[src/rtl/arbitrated_output_stage.sv]
// Registered output stage behind the arbitrated FIFO bank's grant mux.
// Encodes the onehot grant into a source tag and buffers words in a 2-entry skid buffer.
module arbitrated_output_stage #(
    parameter int NUM_FIFOS = 4,
    parameter int WIDTH     = 8,
    parameter int TAGWIDTH  = $clog2(NUM_FIFOS),
    parameter int CNTWIDTH  = 16
) (
    input  logic                 clk,
    input  logic                 rst,
    input  logic [NUM_FIFOS-1:0] in_gnt,
    input  logic [WIDTH-1:0]     in_data,
    output logic                 in_rdy,
    output logic                 out_vld,
    input  logic                 out_rdy,
    output logic [WIDTH-1:0]     out_data,
    output logic [TAGWIDTH-1:0]  out_tag,
    output logic [CNTWIDTH-1:0]  acc_cnt,
    output logic                 gnt_err
);

    typedef enum logic [1:0] {
        EMPTY = 2'd0,
        ONE   = 2'd1,
        FULL  = 2'd2
    } state_e;

    state_e                state_q, state_d;
    logic [WIDTH-1:0]      head_data_q, head_data_d;
    logic [TAGWIDTH-1:0]   head_tag_q, head_tag_d;
    logic [WIDTH-1:0]      skid_data_q, skid_data_d;
    logic [TAGWIDTH-1:0]   skid_tag_q, skid_tag_d;
    logic [CNTWIDTH-1:0]   acc_cnt_q, acc_cnt_d;
    logic                  gnt_err_q, gnt_err_d;

    logic                  gnt_any;
    logic                  gnt_onehot;
    logic                  accept;
    logic                  bad_gnt;
    logic                  drain;
    logic [TAGWIDTH-1:0]   in_tag;

    // Ready depends only on state and reset, never on out_rdy
    assign in_rdy   = ~rst & (state_q != FULL);
    assign out_vld  = (state_q != EMPTY);
    assign out_data = head_data_q;
    assign out_tag  = head_tag_q;
    assign acc_cnt  = acc_cnt_q;
    assign gnt_err  = gnt_err_q;

    // Classify the grant and encode its set bit into a binary tag
    always_comb begin
        gnt_any    = |in_gnt;
        gnt_onehot = gnt_any &
                     ((in_gnt & (in_gnt - NUM_FIFOS'(1))) == '0);
        accept     = in_rdy & gnt_onehot;
        bad_gnt    = in_rdy & gnt_any & ~gnt_onehot;
        drain      = out_vld & out_rdy;
        in_tag     = '0;
        for (int i = 0; i < NUM_FIFOS; i++) begin
            if (in_gnt[i]) begin
                in_tag = in_tag | TAGWIDTH'(i);
            end
        end
    end

    // Next-state logic for the skid buffer, counter and error flag
    always_comb begin
        state_d     = state_q;
        head_data_d = head_data_q;
        head_tag_d  = head_tag_q;
        skid_data_d = skid_data_q;
        skid_tag_d  = skid_tag_q;
        acc_cnt_d   = acc_cnt_q + CNTWIDTH'(accept);
        gnt_err_d   = gnt_err_q | bad_gnt;
        unique case (state_q)
            EMPTY: begin
                if (accept) begin
                    head_data_d = in_data;
                    head_tag_d  = in_tag;
                    state_d     = ONE;
                end
            end
            ONE: begin
                if (accept && drain) begin
                    head_data_d = in_data;
                    head_tag_d  = in_tag;
                end else if (accept) begin
                    skid_data_d = in_data;
                    skid_tag_d  = in_tag;
                    state_d     = FULL;
                end else if (drain) begin
                    state_d = EMPTY;
                end
            end
            FULL: begin
                if (drain) begin
                    head_data_d = skid_data_q;
                    head_tag_d  = skid_tag_q;
                    state_d     = ONE;
                end
            end
            default: state_d = EMPTY;
        endcase
    end

    // State register with synchronous reset; buffered words are discarded
    always_ff @(posedge clk) begin
        if (rst) begin
            state_q     <= EMPTY;
            head_data_q <= '0;
            head_tag_q  <= '0;
            skid_data_q <= '0;
            skid_tag_q  <= '0;
            acc_cnt_q   <= '0;
            gnt_err_q   <= 1'b0;
        end else begin
            state_q     <= state_d;
            head_data_q <= head_data_d;
            head_tag_q  <= head_tag_d;
            skid_data_q <= skid_data_d;
            skid_tag_q  <= skid_tag_d;
            acc_cnt_q   <= acc_cnt_d;
            gnt_err_q   <= gnt_err_d;
        end
    end

`ifdef FORMAL
    a_full_not_rdy: assert property (@(posedge clk)
        state_q == FULL |-> !in_rdy);
    a_out_stable: assert property (@(posedge clk) disable iff (rst)
        out_vld && !out_rdy |=> out_vld && $stable(out_data) && $stable(out_tag));
    a_rst_empty: assert property (@(posedge clk)
        rst |=> !out_vld);
    m_no_gnt: assume property (@(posedge clk)
        !in_rdy |-> in_gnt == '0);
`endif

endmodule

[config.mk]
export PLATFORM = sky130hd
export DESIGN_NAME = arbitrated_output_stage
export DESIGN_NICKNAME = d
export VERILOG_FILES = /design/src/rtl/arbitrated_output_stage.sv
export SDC_FILE = /design/constraint.sdc
export NUM_CORES = 1
export LEC_CHECK = 0
export CORE_MARGIN = 10
export CORE_UTILIZATION = 40
export CTS_BUF_LIST = sky130_fd_sc_hd__clkbuf_4 sky130_fd_sc_hd__clkbuf_8
export DETAILED_ROUTE_END_ITERATION = 7
export PLACE_DENSITY = 0.65
export SKIP_LAST_GASP = 1
export SLEW_MARGIN = 30
export SYNTH_ARGS = -nofsm -noshare
export SYNTH_HDL_FRONTEND = slang
export SYNTH_SLANG_ARGS = --single-unit
[constraint.sdc]
create_clock -name clk -period 2.7 [get_ports clk]
set_clock_uncertainty 0.1 [all_clocks]
set_input_delay 0.54 -clock clk [delete_from_list [all_inputs] [get_ports clk]]
set_output_delay 0.54 -clock clk [all_outputs]
set_load 0.1 [all_outputs]
==> results list <==
* Status: completed
- Global-route wire length before repair: 7.790 mm
- Floorplan die width: 87.63 um
- For this run, the number of Yosys warnings is 0.
* Critical path type: input pin to register
- Placed wire-length estimate: around 3.4 mm
* Clk Tree Root Cell: sky130_fd_sc_hd__clkbuf_8
* Setup repair after global routing missed its margin: false
- After the last flow step, the layout net total stands at 285.
- Summing over every cut layer, the via total after detailed routing is 1690.
- Seq/Total Area, Yosys: 42.68%
* Area fraction of the dominant cell type after synthesis: 42.68%
* Post-synthesis register bit count: 39
* Required time worst endpoint: approximately 2.8 ns
* Xor-xnor portion of the synthesized cell area: slightly above 6%
* Initial antenna violation count: 0
- Total placed instance area: roughly 2300 um2
- In the post-synthesis netlist, the biggest area contributors are sky130_fd_sc_hd__dfxtp_1 (43%), sky130_fd_sc_hd__a21oi_1 (6.0%), sky130_fd_sc_hd__o221a_1 (4.9%), sky130_fd_sc_hd__xnor2_1 (4.8%), sky130_fd_sc_hd__nand3_1 (4.4%).
- Drt total wl: 4.486 mm
* Clock Sinks: 39
- Setup violations remaining at the end of the flow were counted as 0.
- IR analysis of the VDD net gives a maximum drop of approximately 270 uV.
* Initial cell density of the core: between 40% and 50%
- Net Count, Synth: between 200 and 250
* Number of post-CTS setup repair buffers: 0
- Area growth from synthesis to final layout: 36.80%
* Area fraction in compound gates after synthesis: 20.38%
* Critical register-to-register path startpoint: state_q[1]
* Hold Path Class: register to register
- Final hold analysis gives a worst-case slack of 0.3758 ns.
- Yosys top cell by area: sky130_fd_sc_hd__dfxtp_1
- Counting the buffers created by CTS gives 5.
- DRC Markers: 0
- The tool flagged a number of max-cap violations equal to 0.
- Clock transition at path regs: approximately 0.070 ns
* Bufs on Longest Clock Path: 2
* Crit path launch type: input pin
- At the worst endpoint, the arrival time is roughly 2.4 ns.
- Hold Startpoint: skid_data_q[4]
- H-Tree Level Count: 2
- Internal portion of total power: roughly 900 uW
* Post-DRT Antenna Nets: 0
* Part of the total power dissipated in sequential elements: 46.1%
- Critical path startpoint: in_gnt[3]
* Worst-margin pin slew: between 0.4 and 0.5 ns
- By area, the combinational part of the netlist is dominated by simple AND/OR/NAND/NOR gates.
- Count of mapped cells out of synthesis: roughly 210
* Number of iterations in the first detailed-routing pass: 4
* Largest net degree at the start of global routing: 38
* GP Congestion: roughly 0.74
- The count of buffers added on input and output ports is 43.
* Worst relative slew slack: between 70 and 80%
- Share of final-layout standard cells stronger than drive strength 1: 26.49%
- After routing the design area is approximately 2500 um2.
- Sort of element at the end of the critical path: register
- Via count of the first global-routing pass: 1685
- The die covers between 7000 and 8000 um2.
- From bottom edge to top edge, the die measures between 80 and 90 um.
* FF+latch area: 780.7 um2
- Post-synthesis simple-gate area fraction: between 20% and 30%
- Global routing consumed, over all layers together, about an eighth of the routing resources.
* Final worst path period need: roughly 2.4 ns
- Leakage power figure: ~0.00098 uW
- Power spread over the standard cell area amounts to between 500 and 600 nW/um2.
* Clk pwr share: between 20 and 30%
- Using the TritonRoute via totals, the vias-per-cell ratio works out to 5.281.
* Proportion of total power due to net switching: ~32%
- Violation count after the first detailed-routing iteration: 79
* Fill cell count: between 400 and 500
- Net switching component of the power: ~420 uW
- Of all nets on the critical path, the largest fanout is 6.
- Synthesized area divided by synthesized cell count: roughly 8.6 um2
* Mux cell area share after synthesis: between 1.5 and 2%
- CTS tree: yes
* Placement row count: 24
- Gr ovfl total: 0
- The count of cells in the finished layout, fillers not included, comes to between 300 and 400.
* Synth Cell Area: 1829 um2
- The worst path uses 87.70% of the clock period.
* Total count of hold-check failures in the final report: 0
- Area used by multi-input combinational logic: between 900 and 1000 um2
- Netlist cell types: 41
- The later pin in the worst-skew pair is clocked with a latency of 0.28 ns.
* Max Clk Rate: 0.4223 GHz
- Comb power frac: about a quarter
- Core outline area: 4384 um2
- Dividing the detail-routed wire length by the instance count gives 14.02 um.
- Of the total synthesized cell area, the portion taken by full adders, half adders and majority gates is under 10%.
* I/O pin count: 44
* Antenna Diode Count: 0
- Final Max Slew Viols: 0
- Cell total after placement: between 300 and 400
-- cells in the mapped netlist, drive strengths merged --
| cell type | n |
|---|---|
| a211o | 1 |
| a211oi | 2 |
| a21boi | 2 |
| a21oi | 22 |
| a221oi | 1 |
| a22oi | 1 |
| a31oi | 1 |
| a32o | 1 |
| a32oi | 1 |
| and2 | 2 |
| buf | 9 |
| clkbuf | 5 |
| dfxtp | 39 |
| ha | 2 |
| inv | 11 |
| mux2 | 2 |
| mux2i | 1 |
| nand2 | 6 |
| nand2b | 3 |
| nand3 | 16 |
| nand4 | 2 |
| nor2 | 20 |
| nor2b | 6 |
| nor3 | 8 |
| nor4 | 4 |
| nor4b | 2 |
| o211ai | 1 |
| o21ai | 10 |
| o21bai | 1 |
| o221a | 8 |
| o22ai | 2 |
| o32ai | 1 |
| or2 | 2 |
| or3 | 3 |
| or3b | 1 |
| xnor2 | 10 |
| xor2 | 3 |
-- worst max-delay path, stage by stage --
cell and delay, ns:
sky130_fd_sc_hd__dlymetal6s2s_1 0.24, sky130_fd_sc_hd__buf_4 0.19, sky130_fd_sc_hd__xor2_2 0.14, sky130_fd_sc_hd__a211oi_1 0.12
sky130_fd_sc_hd__nor3_1 0.21, sky130_fd_sc_hd__ha_1 0.20, sky130_fd_sc_hd__ha_1 0.18, sky130_fd_sc_hd__nand2_2 0.12
sky130_fd_sc_hd__nor4_4 0.31, sky130_fd_sc_hd__xnor2_1 0.15, sky130_fd_sc_hd__nor2_1 0.05
-- cells in the final DEF (no fill, tap or decap), types with 2 or more instances in the layout --
cell type                         instances
sky130_fd_sc_hd__nand2_1                  5
sky130_fd_sc_hd__nor2b_1                  6
sky130_fd_sc_hd__or2_2                    2
sky130_fd_sc_hd__a21boi_0                 2
sky130_fd_sc_hd__and2_1                   2
sky130_fd_sc_hd__nand3_1                 16
sky130_fd_sc_hd__xnor2_1                 10
sky130_fd_sc_hd__nand4_1                  2
sky130_fd_sc_hd__nor4_1                   2
sky130_fd_sc_hd__dfxtp_1                 39
sky130_fd_sc_hd__a211oi_1                 2
sky130_fd_sc_hd__nor2_2                   2
sky130_fd_sc_hd__xor2_1                   2
sky130_fd_sc_hd__o22ai_1                  2
sky130_fd_sc_hd__or3_1                    2
sky130_fd_sc_hd__nand2b_1                 3
sky130_fd_sc_hd__buf_4                   48
sky130_fd_sc_hd__a21oi_1                 22
sky130_fd_sc_hd__o221a_1                  8
sky130_fd_sc_hd__nor3_1                   8
sky130_fd_sc_hd__inv_1                   11
sky130_fd_sc_hd__nor4b_4                  2
sky130_fd_sc_hd__clkdlybuf4s50_1         10
sky130_fd_sc_hd__o21ai_0                 10
sky130_fd_sc_hd__dlymetal6s2s_1           4
sky130_fd_sc_hd__nor2_1                  18
sky130_fd_sc_hd__clkbuf_8                 6
sky130_fd_sc_hd__ha_1                     2
sky130_fd_sc_hd__mux2_2                   2
-- logic make-up after synthesis --
kind of cell    Yosys count
mux                       3
compound gates           55
xor+xnor                 13
fa+ha+maj                 2
flops                    39
simple gates             75
buf+inv                  25
-- registers in the layout, summed over array words and instances, names as in the netlist --
register / count
skid_tag_q: 2
gnt_err: 1
out_tag: 2
acc_cnt: 16
skid_data_q: 8
out_data: 8
state_q: 2
-- what timing repair did --
item / 4_1_cts / 5_1_grt
endpoints found under the hold margin: 0 / 0
endpoints found under the setup margin: 0 / 12
resized for setup: 0 / 13
hold buffers: 0 / 0
-- metal layers --
layer	up-vias	wire length, um	track usage, %
met1	792	2008	14.32
met3	4	210	3.064
met2	32	2216	20.70
li1	862	-	-
met5	-	0	0
met4	0	51	3.913
-- metrics by stage --
stage,setup TNS (ns),setup WS [ns],total power (uW),util [%]
6_report,0,0.3320,1318,57.08
3_3_place_gp,-1.199,-0.1568,936.0,53.45
5_1_grt,0,0.06234,1372,57.08
4_1_cts,0,0.005317,1332,55.45
3_5_place_dp,-2.457,-0.2823,937.1,53.45
2_1_floorplan,0,0.001405,846.5,-
-- area by class of cell --
type / count / share of cell area [%]
inverter: 11 / 1.650
clock buffer: 6 / 3.300
timing repair buffer: 63 / 21.20
multi-input combinational: 148 / 39.85
sequential: 39 / 31.20
tap: 52 / 2.600
clock inverter: 1 / 0.2000
-- power groups by stage --
stage / clock network (uW) / logic, uW / registers [uW]
5_1_grt: 424 / 338 / 610
3_5_place_dp: 0 / 315 / 622
4_1_cts: 407 / 316 / 608
2_1_floorplan: 0 / 108 / 739
6_report: 393 / 317 / 608
3_3_place_gp: 0 / 314 / 622
-- worst paths after layout --
check,end,slack [ns],cells past startpoint
hold reg to reg,skid_data_q[4],0.38,2
setup reg to reg,acc_cnt[12],0.75,8
hold / removal,skid_data_q[4],0.38,2
setup / recovery,acc_cnt[12],0.33,11
Power figures use the tool's default switching activity.
